===== src/rtl/cnn_act_pkg.sv =====
// Shared definitions for the CNN activation stage: mode encodings and widths.
package cnn_act_pkg;

    localparam int MODE_W = 2;

    typedef enum logic [MODE_W-1:0] {
        ACT_BYPASS = 2'd0,
        ACT_RELU   = 2'd1,
        ACT_LEAKY  = 2'd2,
        ACT_CLAMP  = 2'd3
    } act_mode_e;

endpackage


===== src/rtl/act_lane.sv =====
// Single-lane activation function: purely combinational f(x, en, mode).
module act_lane
    import cnn_act_pkg::*;
#(
    parameter int DATA_W     = 8,
    parameter int LEAK_SHIFT = 3,
    parameter int CLAMP_MAX  = 127
) (
    input  logic signed [DATA_W-1:0] x,
    input  logic                     en,
    input  act_mode_e                mode,
    output logic signed [DATA_W-1:0] y
);

    localparam logic signed [DATA_W-1:0] CLAMP_V = DATA_W'(CLAMP_MAX);

    logic x_neg;
    logic x_zero;

    // Sign and zero are tested bitwise so no comparison can silently turn unsigned.
    assign x_neg  = x[DATA_W-1];
    assign x_zero = (x == '0);

    // Select the activation result; a disabled lane is forced to zero in every mode.
    always_comb begin
        // NOTE: y gets a default first so no path through the case can infer a latch.
        y = '0;
        if (en) begin
            unique case (mode)
                ACT_BYPASS: y = x;
                ACT_RELU:   y = (x_neg || x_zero) ? '0 : x;
                ACT_LEAKY:  y = x_neg ? (x >>> LEAK_SHIFT) : x;
                ACT_CLAMP:  y = (x_neg || x_zero) ? '0 : ((x > CLAMP_V) ? CLAMP_V : x);
                default:    y = '0;
            endcase
        end
    end

endmodule


===== src/rtl/activation_array.sv =====
// Multi-lane activation stage: two-stage pipeline with valid/ready backpressure,
// per-lane enable masking and a saturating count of zero-valued output lanes.
module activation_array
    import cnn_act_pkg::*;
#(
    parameter int DATA_W     = 8,
    parameter int LANES      = 9,
    parameter int LEAK_SHIFT = 3,
    parameter int CLAMP_MAX  = 127,
    parameter int CNT_W      = 16
) (
    input  logic                    clk,
    input  logic                    rst_n,
    input  logic [MODE_W-1:0]       mode,
    input  logic [LANES-1:0]        lane_en,
    input  logic                    in_valid,
    output logic                    in_ready,
    input  logic [LANES*DATA_W-1:0] in_data,
    output logic                    out_valid,
    input  logic                    out_ready,
    output logic [LANES*DATA_W-1:0] out_data,
    input  logic                    cnt_clr,
    output logic [CNT_W-1:0]        zero_cnt
);

    localparam int PC_W  = $clog2(LANES + 1);
    localparam int SUM_W = ((CNT_W > PC_W) ? CNT_W : PC_W) + 1;
    localparam logic [SUM_W-1:0] CNT_MAX = SUM_W'({CNT_W{1'b1}});

    logic                    s1_valid_q, s1_valid_d;
    logic [LANES*DATA_W-1:0] s1_data_q,  s1_data_d;
    act_mode_e               s1_mode_q,  s1_mode_d;
    logic [LANES-1:0]        s1_en_q,    s1_en_d;
    logic                    s2_valid_q, s2_valid_d;
    logic [LANES*DATA_W-1:0] s2_data_q,  s2_data_d;
    logic [CNT_W-1:0]        zero_cnt_q, zero_cnt_d;

    logic                    adv;
    logic [LANES*DATA_W-1:0] f_data;
    logic [PC_W-1:0]         zero_pc;
    logic [SUM_W-1:0]        cnt_sum;

    // The whole pipe moves together: stage 2 can take a beat whenever it is empty or draining.
    assign adv       = !s2_valid_q || out_ready;
    assign in_ready  = adv;
    assign out_valid = s2_valid_q;
    assign out_data  = s2_data_q;
    assign zero_cnt  = zero_cnt_q;

    // Activation function applied to the beat held in stage 1.
    for (genvar i = 0; i < LANES; i++) begin : g_lane
        act_lane #(
            .DATA_W    (DATA_W),
            .LEAK_SHIFT(LEAK_SHIFT),
            .CLAMP_MAX (CLAMP_MAX)
        ) u_lane (
            .x   (s1_data_q[i*DATA_W +: DATA_W]),
            .en  (s1_en_q[i]),
            .mode(s1_mode_q),
            .y   (f_data[i*DATA_W +: DATA_W])
        );
    end

    // Count zero-valued lanes of the activated beat and form the widened counter sum.
    always_comb begin
        zero_pc = '0;
        for (int i = 0; i < LANES; i++) begin
            if (f_data[i*DATA_W +: DATA_W] == '0) zero_pc = zero_pc + PC_W'(1);
        end
        cnt_sum = SUM_W'(zero_cnt_q) + SUM_W'(zero_pc);
    end

    // Next-state for both pipeline stages and the saturating zero counter.
    always_comb begin
        s1_valid_d = s1_valid_q;
        s1_data_d  = s1_data_q;
        s1_mode_d  = s1_mode_q;
        s1_en_d    = s1_en_q;
        s2_valid_d = s2_valid_q;
        s2_data_d  = s2_data_q;
        zero_cnt_d = zero_cnt_q;
        if (adv) begin
            s1_valid_d = in_valid;
            s1_data_d  = in_data;
            s1_mode_d  = act_mode_e'(mode);
            s1_en_d    = lane_en;
            s2_valid_d = s1_valid_q;
            s2_data_d  = f_data;
            if (s1_valid_q) begin
                zero_cnt_d = (cnt_sum > CNT_MAX) ? {CNT_W{1'b1}} : cnt_sum[CNT_W-1:0];
            end
        end
        if (cnt_clr) zero_cnt_d = '0;
    end

    // State registers; reset discards every in-flight beat and clears the counter.
    always_ff @(posedge clk or negedge rst_n) begin
        if (!rst_n) begin
            s1_valid_q <= 1'b0;
            s1_data_q  <= '0;
            s1_mode_q  <= ACT_BYPASS;
            s1_en_q    <= '0;
            s2_valid_q <= 1'b0;
            s2_data_q  <= '0;
            zero_cnt_q <= '0;
        end else begin
            // NOTE: non-blocking assignments so every stage samples the pre-edge values.
            s1_valid_q <= s1_valid_d;
            s1_data_q  <= s1_data_d;
            s1_mode_q  <= s1_mode_d;
            s1_en_q    <= s1_en_d;
            s2_valid_q <= s2_valid_d;
            s2_data_q  <= s2_data_d;
            zero_cnt_q <= zero_cnt_d;
        end
    end

endmodule


===== config.mk =====
export PLATFORM = sky130hd
export DESIGN_NAME = activation_array
export DESIGN_NICKNAME = d
export VERILOG_FILES = /design/src/rtl/cnn_act_pkg.sv /design/src/rtl/act_lane.sv /design/src/rtl/activation_array.sv
export SDC_FILE = /design/constraint.sdc
export NUM_CORES = 1
export LEC_CHECK = 0
export ABC_AREA = 1
export BUFFER_PORTS_ARGS = -buffer_cell sky130_fd_sc_hd__buf_2
export CORE_ASPECT_RATIO = 1.5
export CORE_MARGIN = 1.5
export CORE_UTILIZATION = 45
export CTS_BUF_LIST = sky130_fd_sc_hd__clkbuf_4 sky130_fd_sc_hd__clkbuf_8
export DETAILED_ROUTE_END_ITERATION = 8
export PLACE_DENSITY = 0.66
export SLEW_MARGIN = 5
export SYNTH_ARGS = -nofsm -noshare
export SYNTH_HDL_FRONTEND = slang
export SYNTH_HIERARCHICAL = 1
export SYNTH_SLANG_ARGS = --single-unit

===== constraint.sdc =====
create_clock -name clk -period 10.5 [get_ports clk]
set_clock_uncertainty 0.05 [all_clocks]
set_input_delay 2.1 -clock clk [delete_from_list [all_inputs] [get_ports clk]]
set_output_delay 2.1 -clock clk [all_outputs]
set_load 0.01 [all_outputs]

==> results of run 1 <==
## registers in the layout, indices dropped and copies added, names as in the netlist
name,cells
out_data,72
zero_cnt,16
s1_data_q,72
s1_en_q,9
s1_mode_q,2
s1_valid_q,1
out_valid,1
## power groups by stage
stage | Combinational [mW] | Sequential, mW | Clock (mW)
final | 0.803 | 0.864 | 0.496
after global routing | 0.913 | 0.879 | 0.534
after global placement | 0.794 | 0.874 | 0
after CTS | 0.813 | 0.865 | 0.513
after floorplan | 0.585 | 0.876 | 0
after detailed placement | 0.808 | 0.877 | 0
## kinds of logic after synthesis
family / Yosys count / synth area share
simple gates: 554 / 0.263
compound gates: 77 / 0.0413
fa+ha+maj: 16 / 0.0204
mux: 155 / 0.172
xor+xnor: 10 / 0.00861
buf+inv: 171 / 0.0699
flops: 173 / 0.426
## layout make-up
type                    instances  area share
clock buffers                  17      0.0200
clock inverters                15      0.0155
inverters                     141      0.0453
multi-input cells             812       0.440
flip-flops and latches        173       0.370
well taps                     276      0.0295
repair buffers                182      0.0795
## stage by stage
| step | power (mW) | cell area [um^2] | std cells |
|---|---|---|---|
| after floorplan | 1.46 | 10200 | 1156 |
| after global placement | 1.67 | 11300 | 1584 |
| after detailed placement | 1.69 | 11300 | 1584 |
| after CTS | 2.19 | 11700 | 1616 |
| after global routing | 2.33 | 11700 | 1616 |
| final | 2.16 | 11700 | 1616 |
## layout by cell type, fill, tap and decap left out, types with 10 or more instances in the layout
master	instances
inv_2	19
mux2_2	155
o21ai_0	41
nor2_4	11
nor3_2	11
clkbuf_8	17
nor4_1	10
nand3_1	99
inv_1	121
nand2_2	17
a21oi_1	19
nor2_1	85
ha_1	15
dfrtp_1	172
buf_2	176
xor2_1	10
nand4_1	14
nand2_4	10
nand2_1	269
## routing by layer
metal / wire length, um / vias up / track usage
met5: 0 / - / 0
met4: 546 / 0 / 0.0791
met3: 862 / 35 / 0.0363
met2: 12700 / 170 / 0.387
met1: 9320 / 3925 / 0.226
li1: - / 4130 / -
## worst max path at each step
stage | slack, ns | cells after the start | end
6_report | 2.41 | 39 | zero_cnt[13]
5_1_grt | 1.60 | 39 | zero_cnt[13]
4_1_cts | 2.43 | 39 | zero_cnt[13]
3_5_place_dp | 2.44 | 39 | zero_cnt[13]
3_3_place_gp | 2.71 | 39 | zero_cnt[13]
2_1_floorplan | 3.04 | 39 | zero_cnt[15]
## worst max-delay path, delay by kind of cell (launching register included)
family | cells | cell delay (ns)
AOI/OAI and AO/OA | 7 | 0.95
adders and majority gates | 6 | 1.68
buffers and inverters | 5 | 0.65
DFF | 1 | 1.11
and+or+nand+nor | 21 | 3.57
==> impl_metrics.yaml, run 1 <==
cts:
  numCtsBuffers: 17
  post_cts_buffers: 0
  htreeDepth: 4
  clock_sinks: 173
  postCtsHoldBufs: 0
  ctsResizeCount: 0
  clock_latency_ns: 0.48
  cts-root-buf: "clkbuf_8"
  clkSlewWorstSetupHoldPaths_ns: 0.11
  tritoncts: "yes"
  ctsLongestPathBuffers: 2
timing:
  fmaxAchievable_mhz: 124
  hold_viol: 0
  fin_crit_sh: 0.770
  rsz0062_at_grt: "false"
  setup_ws_ns: 2.41
  setup_viol_count_final: 0
  slew_headroom: 0.235
  hold_ws_ns: 0.459
  final_max_slew_viol_count: 0
  fin_crit_ns: 8.09
  tns_ns: 0
  worstMarginPinSlew_ns: 1.15
setup_path:
  worstPathRequired_ns: 10.87
  crit_path_start: "s1_mode_q[1]"
  cp_max_fo: 28
  cpPeakStageDelay_ns: 1.11
  ff2ff_path_depth: 39
  crit_arrival_ns: 8.45
  crit_type: "reg -> reg"
  crit_path_start_kind: "flop"
  timing.rr.end: "zero_cnt[13]"
  timing.rr.start: "s1_mode_q[1]"
  crit_path_frequent_cell: "nand2_1"
  cp_slowest_cell: "dfrtp_1"
  reg2reg_slack_ns: 2.41
  setup.worst_path.end_class: "flop"
cells_and_area:
  multi_input_area_um2: 5140
  num_antenna_cells: 0
  nNetsFinal: 1431
  n_fill_cell: 2097
  drive_gt1_frac: 0.343
  regArea_um2: 4330
  area_growth_pct: 14.9
  utilization: 0.524
logic_synthesis:
  synthCells: 1156
  async_reset_ff_frac: 1.00
  synth.top_cells.by_area: "dfrtp_1 (43%), mux2_2 (17%), nand2_1 (10%)"
  synth_edf_count: 0
  avgSynthCellArea_um2: 8.80
  yosysWarnings: 6
  synth.most_common_cell: "nand2_1"
  synth_top_area_share: 0.426
  yosys.area.top_type: "dfrtp_1"
  yosys-top-cells-count: "nand2_1 (270), dfrtp_1 (173), mux2_2 (155)"
  synth_fp_nets: 1260
  synthesis.area_um2: 10200
  ys_types: 41
  yosysSeqAreaShare: 0.426
  ys.flop_type: "dfrtp_1"
  synth-seq-cells: 173
power:
  comb_power_share: 0.371
  power.density_nw_per_um2: 185
  p_leak_nw: 6.15
  clkPwrFrac: 0.229
  switching_share: 0.390
  p_int_mw: 1.32
  p_sw_uw: 844
  seq_power_share: 0.399
  irDropWorstVdd_uv: 110
detailed_routing:
  ant_nets: 0
  drt_pre_antenna_iters: 7
  post-route-drc-count: 11
  routedWlPerCell_um: 14.5
  vias: 8260
  drt_iter0_markers: 346
  wl_mm: 23.4
  viasPerCell: 5.11
grt:
  grt_pass1_vias: 8269
  track_usage: 0.205
  antenna_found_initial: 0
  grt_max_degree: 67
  grt_pass1_wl_mm: 39.1
  overflow: 0
worst_hold_path:
  holdPathStages: 1
  holdPathEnd: "out_data[24]"
  hold_path.startpoint: "out_data[24]"
  hold_path.class: "reg -> reg"
job:
  cap_violations: 0
floorplan:
  row_count: 67
  die_y_um: 187
  die-area_um2: 23500
  die_w_um: 126
  start_util: 0.456
  core_um2: 22300
  io_pins: 178
outcome:
  violations: "DRC"
  status: "complete, but fails checks"
place:
  io_buffers: 177
  place_congestion: 0.824
  dp_slack_ns: 2.44
  hpwl_mm: 17.4
Power figures use the tool's default switching activity.
==> run 2, diff against run 1 <==
Settings changed: PLACE_DENSITY 0.66 to 0.69.
Clock period 10.5 ns to 6.8 ns, I/O delays scaled along.
==> run 2 against run 1 <==
  * The run still ends with DRC left
  * Power rose by 55%
  * Via count rose by 2.2%
  * Wire length rose by 2.5%
  * Final cell count rose by 1.4%
  * Worst hold slack got worse by 0.00077 ns
  * Sequential share of layout area fell by 0.85 points
  * Register-to-register slack got worse by 2.1 ns
  * Non-clock buffer count rose by 21
  * Largest cell class unchanged
  * Largest power group is now combinational logic
  * Highest routed layer is now met5
==> impl_metrics.yaml, run 2 (synthesis results as in run 1) <==
grt:
  overflow: 0
  track_usage: 0.207
  grt_pass1_wl_mm: 39.6
  antenna_found_initial: 1
  grt_pass1_vias: 8361
  grt_max_degree: 70
timing:
  fin_crit_sh: 0.956
  fin_crit_ns: 6.50
  fmaxAchievable_mhz: 154
  worstMarginPinSlew_ns: 0.872
  slew_headroom: 0.419
  tns_ns: 0
  final_max_slew_viol_count: 0
  setup_viol_count_final: 0
  hold_viol: 0
  hold_ws_ns: 0.458
cells_and_area:
  final_cell_mix: "nand2_1 (263), buf_2 (176), dfrtp_1 (170)"
  utilization: 0.537
  fin_area_um2: 12000
  area_growth_pct: 17.8
  nNetsFinal: 1453
  drive_gt1_frac: 0.375
  final_common_cell: "nand2_1"
  num_antenna_cells: 0
detailed_routing:
  routedWlPerCell_um: 14.6
  vias: 8443
  drt_iter0_markers: 475
  wl_mm: 24.0
  ant_nets: 0
  drt_pre_antenna_iters: 9
  post-route-drc-count: 9
  viasPerCell: 5.15
power:
  finalPower_mw: 3.35
  p_leak_nw: 6.27
  power.density_nw_per_um2: 280
  irDropWorstVdd_uv: 169
worst_hold_path:
  hold_path.class: "reg -> reg"
setup_path:
  cp_slowest_cell: "dfrtp_4"
  crit_arrival_ns: 6.83
  path_buf_inv: 7
  cp_top_family: "simple AND/OR/NAND/NOR gates"
  crit_path_frequent_cell: "nand2_1"
  cp_max_fo: 8
  crit_type: "reg -> reg"
  crit_path_start_kind: "flop"
  worstPathRequired_ns: 7.13
  setup.worst_path.end_class: "flop"
  cpPeakStageDelay_ns: 0.52
floorplan:
  start_util: 0.456
  io_pins: 178
  die-area_um2: 23500
  die_w_um: 126
  die_y_um: 187
  core_um2: 22300
  row_count: 67
place:
  dpl_cell_area_um2: 11400
  place_congestion: 0.866
  io_buffers: 177
  hpwl_mm: 17.7
cts:
  numCtsBuffers: 17
  postCtsHoldBufs: 0
  clock_sinks: 173
  clkSlewWorstSetupHoldPaths_ns: 0.09
  clock_latency_ns: 0.47
  ctsLongestPathBuffers: 2
  tritoncts: "yes"
  htreeDepth: 4
  cts-root-buf: "clkbuf_8"
outcome:
  violations: "DRC"
  status: "complete, but fails checks"
job:
  cap_violations: 0
[run 2: changes by cell type in the layout (fill, tap and decap cells not counted), moves of 3 or more]
| cell | delta |
|---|---|
| ha_1 | -5 |
| buf_4 | +17 |
| inv_1 | -3 |
| nand2_2 | +6 |
| inv_8 | -3 |
| ha_4 | +5 |
| o21ai_0 | -4 |
| nand2_1 | -6 |
| clkbuf_4 | +3 |
[run 2: path summary, 6_finish.rpt]
kind	to	from	cells after the start	slack, ns
worst max-delay path	zero_cnt[6]	s1_mode_q[0]	41	0.30
max in group asynchronous	out_data[67]	rst_n	2	4.59
min in group asynchronous	s1_data_q[25]	rst_n	1	0.81
worst min register to register	out_data[38]	out_data[38]	1	0.46
worst min-delay path	out_data[38]	out_data[38]	1	0.46
worst max register to register	zero_cnt[6]	s1_mode_q[0]	41	0.30
[run 2: area by class of cell]
type / instances / area [um^2]
clock buffer: 20 / 263
clock inverter: 12 / 88.8
fill: 2036 / 10300
inverter: 141 / 532
multi-input combinational: 813 / 5300
sequential: 173 / 4340
tap: 276 / 345
timing repair buffer: 203 / 1120
[run 2: layer usage]
layer | part of all wire | track usage | wire length, um | up-vias
met5 | 0.00050 | 0 | 12 | -
met1 | 0.40 | 0.235 | 9620 | 4032
met2 | 0.53 | 0.384 | 12800 | 185
met4 | 0.024 | 0.0787 | 585 | 2
met3 | 0.040 | 0.0372 | 956 | 36
li1 | - | - | - | 4188
[run 2: power by group]
part | switching, mW | internal, mW
clock | 0.388 | 0.273
combinational | 0.788 | 0.578
sequential | 0.138 | 1.18
total | 1.31 | 2.04
[run 2: what timing repair did]
action / CTS / global route
buffers inserted: 1 / 10
gates cloned: 1 / 0
resized for setup: 5 / 35
endpoints found under the setup margin: 5 / 16
pin swaps: 2 / 17
[run 2: metrics by stage]
| stage | instances | setup WS (ns) |
|---|---|---|
| 3_5_place_dp | 1594 | -0.162 |
| 4_1_cts | 1628 | 0.0110 |
| 5_1_grt | 1638 | -0.0894 |
| 6_report | 1638 | 0.297 |
| 2_1_floorplan | 1156 | 0.173 |
| 3_3_place_gp | 1594 | 0.0877 |
==> run 3, diff against run 2 <==
Settings changed: PLACE_DENSITY 0.69 to 0.66.
Clock period 6.8 ns to 8.2 ns, I/O delays scaled along.
==> run 3 against run 2 <==
  * The flow still finishes with violations (DRC)
  * Sequential share of layout area is 0.92 points higher
  * Via count is 2.9% lower
  * Clock power is 13% lower
  * Critical path depth is 3 lower
  * Non-clock buffer count is 19 lower
  * Utilization is 1.4 points lower
  * Combinational power is 25% lower
  * Die area stayed put
  * First-iteration DRC count is 34% lower
  * Largest cell class unchanged
  * Global-route usage is 0.45 points lower
==> impl_metrics.yaml, run 3 (synthesis results as in run 1) <==
cells_and_area:
  final_common_cell: "nand2_1"
  area_growth_pct: 14.7
  drive_gt1_frac: 0.344
  final_cell_mix: "nand2_1 (269), buf_2 (176), dfrtp_1 (172)"
  nNetsFinal: 1433
  num_antenna_cells: 0
power:
  irDropWorstVdd_uv: 138
  p_leak_nw: 6.15
  finalPower_mw: 2.71
  power.density_nw_per_um2: 232
setup_path:
  setup.worst_path.end_class: "flop"
  cp_max_fo: 31
  crit_arrival_ns: 7.85
  crit_path_frequent_cell: "nand2_1"
  crit_type: "reg -> reg"
  worstPathRequired_ns: 8.56
  crit_path_start_kind: "flop"
  cpPeakStageDelay_ns: 0.85
  cp_slowest_cell: "dfrtp_2"
timing:
  fmaxAchievable_mhz: 133
  fin_crit_ns: 7.49
  tns_ns: 0
  rsz0062_at_grt: "false"
  setup_viol_count_final: 0
  worstMarginPinSlew_ns: 1.02
  hold_viol: 0
  slew_headroom: 0.323
  final_max_slew_viol_count: 0
  fin_crit_sh: 0.914
floorplan:
  row_count: 67
  die_w_um: 126
  core_um2: 22300
  io_pins: 178
  die-area_um2: 23500
  start_util: 0.456
  die_y_um: 187
place:
  io_buffers: 177
  place_congestion: 0.837
  hpwl_mm: 17.3
detailed_routing:
  post-route-drc-count: 11
  drt_pre_antenna_iters: 9
  ant_nets: 0
  vias: 8202
  routedWlPerCell_um: 14.1
  wl_mm: 22.8
  viasPerCell: 5.07
  drt_iter0_markers: 312
outcome:
  status: "complete, but fails checks"
  violations: "DRC"
cts:
  cts-root-buf: "clkbuf_8"
  clock_latency_ns: 0.48
  post_cts_buffers: 0
  numCtsBuffers: 17
  postCtsHoldBufs: 0
  clkSlewWorstSetupHoldPaths_ns: 0.10
  htreeDepth: 4
  clock_sinks: 173
  ctsLongestPathBuffers: 2
  tritoncts: "yes"
  ctsResizeCount: 0
grt:
  grt_pass1_vias: 8125
  overflow: 0
  grt_pass1_wl_mm: 38.7
  grt_max_degree: 82
  antenna_found_initial: 0
  track_usage: 0.203
worst_hold_path:
  hold_path.class: "reg -> reg"
job:
  cap_violations: 0
run 3: cell types whose count changed in the layout (fill, tap and decap cells not counted), sizes merged:
cell,before,now
clkinv,5,7
clkbuf,21,18
clkinvlp,4,2
inv,144,146
nor2,106,105
buf,202,184
run 3: per-layer routing:
metal	vias up	track usage	part of all wire
met5	-	0	0
met4	0	0.0752	0.022
met3	29	0.0452	0.042
met2	156	0.374	0.54
met1	3884	0.226	0.40
li1	4133	-	-
run 3: critical path, delay by kind of cell (launching register included):
family	cells	cell delay (ns)
adder cells (fa/ha/maj)	6	1.72
flip-flops	1	0.85
buffers and inverters	5	0.60
AO/OA/AOI/OAI	7	1.07
AND/OR/NAND/NOR	20	3.07
run 3: final timing paths:
| check | from | to | slack (ns) | cells after the start |
|---|---|---|---|---|
| max | s1_mode_q[0] | zero_cnt[13] | 0.71 | 38 |
| max in group asynchronous | rst_n | zero_cnt[4] | 5.91 | 2 |
| min reg2reg | out_data[61] | out_data[61] | 0.45 | 1 |
| max reg2reg | s1_mode_q[0] | zero_cnt[13] | 0.71 | 38 |
| min | out_data[61] | out_data[61] | 0.45 | 1 |
| min in group asynchronous | rst_n | s1_data_q[32] | 0.99 | 1 |
run 3: area by class of cell:
type / count / area, um^2
multi-input combinational: 812 / 5140
timing repair buffer: 184 / 945
clock buffer: 18 / 248
clock inverter: 14 / 130
inverter: 141 / 529
tap: 276 / 345
sequential: 173 / 4330
fill: 2123 / 10600
run 3: report_power, final:
part           total [mW]  switching (mW)  internal (mW)
sequential           1.10           0.119          0.981
combinational        1.03           0.607          0.428
clock               0.573           0.345          0.229
run 3: through the flow:
| stage | util | area, um^2 | setup slack (ns) | hold WS [ns] | cells |
|---|---|---|---|---|---|
| 2_1_floorplan | - | 10200 | 0.740 | 0.419 | 1156 |
| 6_report | 0.523 | 11700 | 0.707 | 0.455 | 1618 |
| 4_1_cts | 0.523 | 11700 | 0.726 | 0.462 | 1618 |
| 3_5_place_dp | 0.506 | 11300 | 0.756 | 0.440 | 1586 |
| 5_1_grt | 0.523 | 11700 | 0.0626 | 0.474 | 1618 |
| 3_3_place_gp | 0.506 | 11300 | 1.01 | 0.437 | 1586 |
